[config.mk]
export PLATFORM = sky130hd
export DESIGN_NAME = uart_send_fifo
export DESIGN_NICKNAME = d
export VERILOG_FILES = /design/src/rtl/uart_send_fifo.sv
export SDC_FILE = /design/constraint.sdc
export NUM_CORES = 1
export LEC_CHECK = 0
export BUFFER_PORTS_ARGS = -buffer_cell sky130_fd_sc_hd__buf_2
export CAP_MARGIN = 0
export CORE_ASPECT_RATIO = 1.75
export CORE_UTILIZATION = 60
export DETAILED_ROUTE_END_ITERATION = 12
export PLACE_DENSITY = 0.78
export SLEW_MARGIN = 0
export SYNTH_ARGS = -nofsm -noshare
export SYNTH_HDL_FRONTEND = slang
export SYNTH_SLANG_ARGS = --single-unit
[constraint.sdc]
create_clock -name MCLK_IN -period 3.9 [get_ports MCLK_IN]
set_input_delay 0.585 -clock MCLK_IN [delete_from_list [all_inputs] [get_ports MCLK_IN]]
set_output_delay 0.585 -clock MCLK_IN [all_outputs]
set_load 0.005 [all_outputs]
[src/rtl/uart_send_fifo.sv]
// Byte FIFO between the bus controller's UART send register and the monitor's UART transmitter.
// Optional sticky overflow flag enabled by defining UART_SEND_FIFO_OVERFLOW_EN.
module uart_send_fifo #(
    parameter int unsigned DEPTH_LOG2 = 4,
    parameter int unsigned BUSY_WAIT  = 3
) (
    input  logic                  MCLK_IN,
    input  logic                  RESET_n_IN,
    input  logic                  PUSH_IN,
    input  logic [7:0]            PUSH_BYTE_IN,
    input  logic                  SEND_BUSY_IN,
    input  logic                  CLEAR_OVERFLOW_IN,
    output logic                  FULL,
    output logic [DEPTH_LOG2:0]   LEVEL,
    output logic                  SEND_TRIGGER,
    output logic [7:0]            SEND_BYTE,
    output logic                  OVERFLOW
);

    localparam int unsigned DEPTH   = 32'(1) << DEPTH_LOG2;
    localparam int unsigned LEVEL_W = DEPTH_LOG2 + 1;
    localparam int unsigned CNT_W   = (BUSY_WAIT > 1) ? $clog2(BUSY_WAIT) : 1;

    typedef enum logic [1:0] {
        ST_IDLE      = 2'd0,
        ST_ISSUE     = 2'd1,
        ST_WAIT_BUSY = 2'd2,
        ST_WAIT_DONE = 2'd3
    } state_e;

    state_e                  state_q, state_d;
    logic [CNT_W-1:0]        cnt_q, cnt_d;
    logic [DEPTH_LOG2-1:0]   wr_ptr_q, wr_ptr_d;
    logic [DEPTH_LOG2-1:0]   rd_ptr_q, rd_ptr_d;
    logic [LEVEL_W-1:0]      level_q, level_d;
    logic                    full_q, full_d;
    logic                    trig_q, trig_d;
    logic [7:0]              byte_q, byte_d;
    logic                    push_q, push_d;
    logic [7:0]              mem_q [DEPTH];

    logic push_edge_c;
    logic push_ok_c;
    logic pop_c;

    // Full is judged on the pre-pop occupancy, so a push meeting a pop while full is dropped.
    assign push_edge_c = PUSH_IN & ~push_q;
    assign push_ok_c   = push_edge_c & ~full_q;
    assign pop_c       = (state_q == ST_IDLE) && (level_q != '0) && !SEND_BUSY_IN;

    always_comb begin
        push_d   = PUSH_IN;
        wr_ptr_d = wr_ptr_q;
        rd_ptr_d = rd_ptr_q;
        level_d  = level_q;
        byte_d   = byte_q;
        state_d  = state_q;
        cnt_d    = cnt_q;

        if (push_ok_c) begin
            wr_ptr_d = wr_ptr_q + DEPTH_LOG2'(1);
        end
        if (pop_c) begin
            rd_ptr_d = rd_ptr_q + DEPTH_LOG2'(1);
            byte_d   = mem_q[rd_ptr_q];
        end
        case ({push_ok_c, pop_c})
            2'b10:   level_d = level_q + LEVEL_W'(1);
            2'b01:   level_d = level_q - LEVEL_W'(1);
            default: level_d = level_q;
        endcase
        full_d = (level_d == LEVEL_W'(DEPTH));

        // Drain handshake: pop, pulse trigger, wait for busy (or give up), wait for idle.
        case (state_q)
            ST_IDLE: begin
                if (pop_c) begin
                    state_d = ST_ISSUE;
                end
            end
            ST_ISSUE: begin
                state_d = ST_WAIT_BUSY;
                cnt_d   = '0;
            end
            ST_WAIT_BUSY: begin
                if (SEND_BUSY_IN) begin
                    state_d = ST_WAIT_DONE;
                end else if (cnt_q == CNT_W'(BUSY_WAIT - 1)) begin
                    state_d = ST_IDLE;
                end else begin
                    cnt_d = cnt_q + CNT_W'(1);
                end
            end
            ST_WAIT_DONE: begin
                if (!SEND_BUSY_IN) begin
                    state_d = ST_IDLE;
                end
            end
            default: state_d = ST_IDLE;
        endcase
        trig_d = (state_d == ST_ISSUE);
    end

    always_ff @(posedge MCLK_IN or negedge RESET_n_IN) begin
        if (!RESET_n_IN) begin
            state_q  <= ST_IDLE;
            cnt_q    <= '0;
            wr_ptr_q <= '0;
            rd_ptr_q <= '0;
            level_q  <= '0;
            full_q   <= 1'b0;
            trig_q   <= 1'b0;
            byte_q   <= 8'h00;
            push_q   <= 1'b0;
        end else begin
            state_q  <= state_d;
            cnt_q    <= cnt_d;
            wr_ptr_q <= wr_ptr_d;
            rd_ptr_q <= rd_ptr_d;
            level_q  <= level_d;
            full_q   <= full_d;
            trig_q   <= trig_d;
            byte_q   <= byte_d;
            push_q   <= push_d;
        end
    end

    // Storage array carries no reset; occupancy is tracked by the pointers and level.
    always_ff @(posedge MCLK_IN) begin
        if (push_ok_c) begin
            mem_q[wr_ptr_q] <= PUSH_BYTE_IN;
        end
    end

`ifdef UART_SEND_FIFO_OVERFLOW_EN
    logic overflow_q, overflow_d;

    always_comb begin
        overflow_d = overflow_q;
        if (CLEAR_OVERFLOW_IN) begin
            overflow_d = 1'b0;
        end
        if (push_edge_c && full_q) begin
            overflow_d = 1'b1;
        end
    end

    always_ff @(posedge MCLK_IN or negedge RESET_n_IN) begin
        if (!RESET_n_IN) begin
            overflow_q <= 1'b0;
        end else begin
            overflow_q <= overflow_d;
        end
    end

    assign OVERFLOW = overflow_q;
`else
    logic unused_clear;
    assign unused_clear = CLEAR_OVERFLOW_IN;
    assign OVERFLOW     = 1'b0;
`endif

    assign FULL         = full_q;
    assign LEVEL        = level_q;
    assign SEND_TRIGGER = trig_q;
    assign SEND_BYTE    = byte_q;

endmodule
[Word level (Yosys, flattened, before mapping)]
Memory sizes are Yosys's and may differ from the RTL's. A register that Yosys moved wholly into a read port is not among the register bits.
Index checks and enable logic that the tools add are counted.
Word-level totals
  flip-flop bits (word level): 20
  RAM bits: 128
  word-level logic and storage cells: 47
  memories: 1
Memory list
  mem_q: depth 16, width 8, read ports 1, clocked after memory_dff 1, write ports 1, line 40  | logic [7:0] mem_q [DEPTH];
Cells by class
  add/sub/neg operators: 5
  eq/ne operators: 10
  mux-type cells: 11
  bitwise logic cells: 4
  reductions and logical operators: 8
Operator list (count)
  2-bit two-way mux: 6
  5-bit case mux with 2 select lines: 1
  4-bit by 1-bit adder with 4-bit output (second input constant): 2
  2-bit equality test (second input constant): 4
  2-bit case mux with 4 select lines: 1
  2-bit by 1-bit equality test with 1-bit output (second input constant): 3
  5-bit by 1-bit adder with 5-bit output (second input constant): 1
  5-bit equality test (second input constant): 1
  5-bit nonzero test: 1
  5-bit by 1-bit subtractor with 5-bit output (second input constant): 1
  2-bit inequality test (second input constant): 2
  2-bit case mux with 2 select lines: 1
  3-bit AND reduction: 1
  2-bit by 1-bit adder with 2-bit output (second input constant): 1
  1-bit bitwise AND: 2
  1-bit logical AND: 2
  1-bit logical NOT: 2
  2-bit logical NOT: 1
  1-bit two-way mux: 2
  1-bit NOT: 2
  2-bit nonzero test: 1

[Depth between registers and ports, before layout]
Gate-level depths: netlist of the first run.
  depth after elaboration: 6
  depth in mapped cells: 13

[Worst setup path after synthesis of the first run]
No wires, ideal clock.
  path kind: register to register
  start point: register state_q[1]
  end point: register full_q, in the netlist FULL
  setup time: 0.121 ns
  arrival: 2.556 ns
  required time: 3.779 ns
  slack: 1.223 ns
  cell stages (with the launch flop): 13
  period minus slack after synthesis: 2.677 ns
  cell sequence: dfrtp_1 clkbuf_1 a2111oi_4 clkbuf_8 ha_1 buf_2 xor2_1 ha_1 a21oi_1 xor2_1 nor2_1 xor2_1 and4bb_1
On the way
  word-level cells in the longest chain between the ends: 6
  elaborated cells on any way between the ends: 7
  those cells by class: eq/ne: 3; mux: 1; reduce/logical: 3
Ends and longest elaborated chain
  start: declaration: line 31  | state_e state_q, state_d;
  start signal: assignment: line 116  | state_q <= state_d;
  2-bit logical NOT *: line 49  | assign pop_c = (state_q == ST_IDLE) && (level_q != '0) && !SEND_BUSY_IN;
  1-bit logical AND * (2 in a row): line 49
  via pop_c: line 44  | logic pop_c;
  2-bit by 1-bit equality test with 1-bit output or 2-bit equality test (tied branches): line 67  | case ({push_ok_c, pop_c})
  5-bit case mux with 2 select lines *: line 67
  via level_d[2]: line 35  | logic [LEVEL_W-1:0] level_q, level_d;
  5-bit equality test *: line 72  | full_d = (level_d == LEVEL_W'(DEPTH));
  via full_d: line 36  | logic full_q, full_d;
  end signal: assignment: line 121  | full_q <= full_d;
  end: declaration: line 36
The timed path passes the listed nets; every way through them passes the cells marked *.
A chain may end at the register's enable or synchronous reset.

[Worst setup path after layout of the first run]
  start point: register level_q[0], in the netlist LEVEL[0]
  end point: register full_q, in the netlist FULL
On the way
  word-level cells in the longest chain between the ends: 6
  elaborated cells on any way between the ends: 9
  those cells by class: add/sub: 2; eq/ne: 3; mux: 1; reduce/logical: 3
Ends and longest elaborated chain
  start: declaration: line 35
  start signal: assignment: line 120  | level_q <= level_d;
  branches (longest 4 deep; another with 5-bit by 1-bit subtractor with 5-bit output)
  5-bit case mux with 2 select lines *: line 67
  via level_d[4]: line 35
  5-bit equality test *: line 72
  via full_d: line 36
Mark *: on every way through the listed nets, which the timed path passes.

==> results.sh, run 1 <==
export IMPL_status="finished clean"
export IMPL_netlist_area_sq_mm=0.006402
export IMPL_grt_overflow_total=0
export IMPL_drt_iter0_drc=194
export IMPL_finalCriticalPeriod_ps=2841
export IMPL_place_hpwl_mm=7.499
export IMPL_rrSetupSlack_ps=1060
export IMPL_crit_family="simple AND/OR/NAND/NOR gates"
export IMPL_placed_area_sq_mm=0.006573
export IMPL_drtAntennaViolNets=0
export IMPL_cts_sinks=156
export IMPL_die_area_sq_mm=0.01110
export IMPL_stdcell_count=503
export IMPL_final_cell_area_sq_mm=0.007172
export IMPL_setup_tns_final_ps=0
export IMPL_fin_skew_ps=10.56
export IMPL_start_util_pct=62.16
export IMPL_synth_seq_cells=156
export IMPL_clk_latency_ps=420
export IMPL_clk_pin_slew_ps=60
export IMPL_grt_pass1_wl_mm=18.74
export IMPL_io_buffers=26
export IMPL_yosysTopAreaCellShare_pct=60.04
export IMPL_drc=0
export IMPL_cp_slowest_cell="dfrtp_1"
export IMPL_rsz0062_at_grt="no"
export IMPL_postCtsSetupBuffers=0
export IMPL_fin_util_pct=69.63
export IMPL_reg2reg_to="FULL$_DFF_PN0_"
export IMPL_grt_pass1_vias=3423
export IMPL_syn_to_final_growth_pct=12.02
export IMPL_hold_violations=0
export IMPL_synth_nets=356
export IMPL_syn_avg_cell_area_sq_um=19.17
export IMPL_antenna_cells=0
export IMPL_p_per_area_mw_per_mm2=720.1
export IMPL_grt_util_met1_pct=26.11
export IMPL_postSynthCellCount=334
export IMPL_synthDistinctLibCells=42
export IMPL_synthFlopType="edfxtp_1"
export IMPL_synth_most_common_cell="edfxtp_1"
export IMPL_globalplace_congestion=0.7191
export IMPL_setup_viol_count_final=0
export IMPL_arrival_ps=3200
export IMPL_via_count=3142
export IMPL_slew_headroom_pct=19.60
export IMPL_crit_fanout=9
export IMPL_seqCellArea_sq_mm=0.004544
export IMPL_r2r_cells=9
export IMPL_vias_per_cell=6.247
export IMPL_final_fill_count=642
export IMPL_met3_usage_pct=5.724
export IMPL_first_pass_iters=5
export IMPL_fmax_ghz=0.3520
export IMPL_ys_top_cells_by_count="128 x edfxtp_1, 28 x dfrtp_1, 22 x mux4_1"
export IMPL_cts_resized=0
export IMPL_async_reset_ff_share_pct=17.95
export IMPL_hold_class="in -> async"
export IMPL_grt_use_met2_pct=44.62
export IMPL_crit_path_start_kind="flop"
export IMPL_h_tree_depth=4
export IMPL_fin_nets=386
export IMPL_drv_slew=0
export IMPL_rows=49
export IMPL_fp_coreArea_sq_mm=0.01030
export IMPL_end_kind="flop"
export IMPL_cts_buffers=17
export IMPL_post_drt_wl_per_cell_um=23.96
export IMPL_worst_path_buf_inv=0
export IMPL_post_route_cells_drive_above_1_share_pct=21.28
export IMPL_cap_violations=0
export IMPL_worst_pin_slew_ps=1206
export IMPL_cts_hold_buf=0
export IMPL_wirelength_mm=12.05
export IMPL_cts_tree="yes"
export IMPL_io_pins=29
export IMPL_yosysWarnings=0
export IMPL_fin_crit_sh_pct=72.85
export IMPL_grt_busiest_layer="met2"
export IMPL_cp_cell_sequence="nor2_1 > a2111oi_4 > ha_1 > xor2_1 > ha_1 > a211oi_1 > nor4_2 > xor2_1 > and4bb_1"
export IMPL_die_h_um=138.7
export IMPL_r2r_start="LEVEL[0]$_DFF_PN0_"
export IMPL_slowest_delay_ps=460
export IMPL_track_usage_pct=24.52
export IMPL_die_w_um=80.09
export IMPL_synth_area_leaders="edfxtp_1 60%, dfrtp_1 11%, mux4_1 9.0%"
export IMPL_grt_start_max_net_pins=36
export IMPL_ys_seq_area_share_pct=70.98
export IMPL_multi_input_area_sq_mm=0.001702
export IMPL_yosysTopAreaCell="edfxtp_1"
export IMPL_required_ps=4260
export IMPL_ir_drop_uv=509.8
export IMPL_p_leak_nw=2.531
export IMPL_clockBufferDepth=2
export IMPL_synth_edf_count=128
export IMPL_grt_antenna_before_repair=0
export IMPL_place_inst=472
export IMPL_critPathKind="reg -> reg"
export IMPL_cts_root_buf="clkbuf_16"
==> per-stage QoR <==
stage          hold slack (ps)  worst slack, ps  total power [W]
4_1_cts                  201.1             1092         0.005195
3_5_place_dp             524.8             1032         0.003506
3_3_place_gp             495.5             1091         0.003444
5_1_grt                  233.1            899.8         0.005389
6_report                 199.1             1059         0.005164
2_1_floorplan            289.4             1223         0.003189
==> logic make-up after synthesis <==
family	share of synthesized area, %
flip-flops	70.98
AND/OR/NAND/NOR	4.534
multiplexers	14.62
AO/OA/AOI/OAI	3.968
buffers and inverters	2.443
XOR/XNOR	1.642
adder cells (fa/ha/maj)	1.759
other	0.05857
==> cell type report <==
| cell class | count | share of cell area (%) |
|---|---|---|
| Tap cell | 127 | 2.216 |
| Inverter | 4 | 0.2094 |
| Clock inverter | 9 | 2.024 |
| Clock buffer | 22 | 6.333 |
| Sequential cell | 156 | 63.36 |
| Timing Repair Buffer | 29 | 2.128 |
| Multi-Input combinational cell | 156 | 23.73 |
==> power by group <==
group	internal, W	switching (W)
clock network	0.00108	0.000603
registers	0.00201	0.000243
logic	0.000641	0.000591
total	0.00373	0.00144
==> registers in the layout (all words and copies together) (netlist names) <==
register,flops
wr_ptr_q,4
SEND_TRIGGER,1
cnt_q,2
rd_ptr_q,4
LEVEL,5
mem_q,128
state_q,2
FULL,1
push_q,1
SEND_BYTE,8
==> worst max-delay path by stage <==
stage,start,end,depth (start not counted),slack (ps)
after floorplan,state_q[1]$_DFF_PN0_,FULL$_DFF_PN0_,12,1220
after global placement,PUSH_IN,FULL$_DFF_PN0_,10,1090
after detailed placement,PUSH_IN,FULL$_DFF_PN0_,11,1030
after CTS,LEVEL[0]$_DFF_PN0_,FULL$_DFF_PN0_,9,1090
after global routing,LEVEL[0]$_DFF_PN0_,FULL$_DFF_PN0_,9,900
final,LEVEL[0]$_DFF_PN0_,FULL$_DFF_PN0_,9,1060
==> placed cells by master (no fill, tap or decap), drive strengths merged, types with 3 or more instances in the layout <==
cell type and instances:
ha 9, dfrtp 28, a21oi 12, o22ai 16
nand2 9, xor2 5, xnor2 7, mux4 32
nor2 9, o21ai 4, mux2 10, nor3 4
buf 29, nand2b 3, bufinv 4, edfxtp 128
inv 4, clkinv 5, clkbuf 22, and2 17
==> layer usage <==
| layer | vias to the layer above | wire length, um |
|---|---|---|
| met3 | 16 | 414 |
| met2 | 80 | 6928 |
| li1 | 1411 | - |
| met5 | - | 0 |
| met4 | 0 | 254 |
| met1 | 1635 | 4456 |
Note: power is estimated with default switching activity, not from simulation.
==> run 2: changes to the inputs <==
==> constraint.sdc (replaced) <==
create_clock -name MCLK_IN -period 2.8 [get_ports MCLK_IN]
set_input_delay 0.42 -clock MCLK_IN [delete_from_list [all_inputs] [get_ports MCLK_IN]]
set_output_delay 0.42 -clock MCLK_IN [all_outputs]
set_load 0.005 [all_outputs]
==> results.sh, run 2 (synthesis results as in run 1) <==
export IMPL_ir_drop_uv=1176
export IMPL_status="finished clean"
export IMPL_drv_slew=0
export IMPL_arrival_ps=2930
export IMPL_drc=0
export IMPL_fin_skew_ps=8.260
export IMPL_cts_tree="yes"
export IMPL_die_h_um=138.7
export IMPL_slew_headroom_pct=56.79
export IMPL_wirelength_mm=12.15
export IMPL_drt_iter0_drc=174
export IMPL_holdWs_ps=17.30
export IMPL_rsz0062_at_grt="no"
export IMPL_start_util_pct=62.16
export IMPL_fp_coreArea_sq_mm=0.01030
export IMPL_fin_crit_sh_pct=91.69
export IMPL_post_route_cells_drive_above_1_share_pct=23.30
export IMPL_required_ps=3160
export IMPL_clockBufferDepth=2
export IMPL_grt_antenna_before_repair=0
export IMPL_post_drt_wl_per_cell_um=23.87
export IMPL_fin_util_pct=70.02
export IMPL_die_w_um=80.09
export IMPL_cts_buffers=17
export IMPL_final_cell_mix="128 x edfxtp_1, 28 x dfrtp_1, 26 x buf_2"
export IMPL_setup_viol_count_final=0
export IMPL_final_fill_count=628
export IMPL_rows=49
export IMPL_fin_nets=391
export IMPL_grt_start_max_net_pins=36
export IMPL_seqCellArea_sq_mm=0.004544
export IMPL_worst_pin_slew_ps=648.1
export IMPL_cts_root_buf="clkbuf_16"
export IMPL_io_buffers=26
export IMPL_place_hpwl_mm=7.469
export IMPL_first_pass_iters=4
export IMPL_mostFrequentLayoutCell="edfxtp_1"
export IMPL_io_pins=29
export IMPL_h_tree_depth=4
export IMPL_p_leak_nw=2.551
export IMPL_fmax_ghz=0.3895
export IMPL_clk_latency_ps=420
export IMPL_clk_pin_slew_ps=60
export IMPL_final_cell_area_sq_mm=0.007212
export IMPL_setup_tns_final_ps=0
export IMPL_placed_area_sq_mm=0.006623
export IMPL_end_kind="flop"
export IMPL_postCtsSetupBuffers=0
export IMPL_drtAntennaViolNets=0
export IMPL_cts_resized=0
export IMPL_multi_input_area_sq_mm=0.001702
export IMPL_largest_register_ffs=128
export IMPL_via_count=3146
export IMPL_die_area_sq_mm=0.01110
export IMPL_finalCriticalPeriod_ps=2567
export IMPL_cap_violations=0
export IMPL_antenna_cells=0
export IMPL_cts_sinks=156
export IMPL_syn_to_final_growth_pct=12.64
export IMPL_grt_pass1_wl_mm=18.69
export IMPL_hold_violations=0
export IMPL_p_per_area_mw_per_mm2=996.5
export IMPL_vias_per_cell=6.181
export IMPL_hold_class="in -> async"
export IMPL_critPathKind="reg -> reg"
export IMPL_grt_pass1_vias=3334
export IMPL_crit_path_start_kind="flop"
export IMPL_grt_overflow_total=0
export IMPL_cts_hold_buf=0
export IMPL_crit_fanout=8
export IMPL_track_usage_pct=24.48
export IMPL_globalplace_congestion=0.7159
export IMPL_top_register="mem_q"
run 2: cell type report:
class / instances / area share (%)
well taps: 127 / 2.203
clock inverters: 9 / 0.9542
inverters: 4 / 0.2082
repair buffers: 34 / 2.811
flip-flops and latches: 156 / 63.01
clock buffers: 23 / 7.217
multi-input cells: 156 / 23.59
run 2: where the power goes:
group / internal, W / leakage, nW / switching, W
Combinational: 0.000946 / 0.778 / 0.000959
Sequential: 0.00280 / 1.48 / 0.000242
Clock: 0.00132 / 0.288 / 0.000918
Total: 0.00507 / 2.55 / 0.00212
run 2: critical path: stages (launching register included):
cell	delay, ps
dfrtp_1	370
nor2_1	100
and2_1	310
inv_1	180
ha_1	260
xor2_1	160
ha_1	230
a211oi_1	100
nor4_2	280
xor2_1	280
and4bb_1	230
run 2: per-stage QoR:
| stage | setup WS [ps] | std cells | total power, W |
|---|---|---|---|
| 2_1_floorplan | 123.0 | 334 | 0.004442 |
| 3_3_place_gp | 281.5 | 477 | 0.004870 |
| 3_5_place_dp | 202.5 | 477 | 0.004970 |
| 4_1_cts | 226.8 | 509 | 0.007222 |
| 5_1_grt | 8.550 | 509 | 0.007502 |
| 6_report | 232.6 | 509 | 0.007187 |
run 2: layer usage:
layer	part of all wire [%]	wire (um)	vias to the layer above	track usage [%]
met1	37	4522	1621	27.76
met2	56	6860	84	43.27
met5	0	0	-	0
met4	3.1	380	0	11.28
li1	-	-	1414	-
met3	3.2	385	27	5.132
run 2: worst paths after layout:
check | cells past startpoint | endpoint | slack, ps | startpoint
worst min register to register | 2 | cnt_q[1]$_DFFE_PN0P_ | 530 | cnt_q[1]$_DFFE_PN0P_
worst min-delay path | 1 | FULL$_DFF_PN0_ | 20 | RESET_n_IN
max in group asynchronous | 1 | SEND_BYTE[5]$_DFFE_PN0P_ | 2350 | RESET_n_IN
worst max register to register | 10 | FULL$_DFF_PN0_ | 230 | push_q$_DFF_PN0_
min in group MCLK_IN | 1 | push_q$_DFF_PN0_ | 120 | PUSH_IN
worst max-delay path | 10 | FULL$_DFF_PN0_ | 230 | push_q$_DFF_PN0_
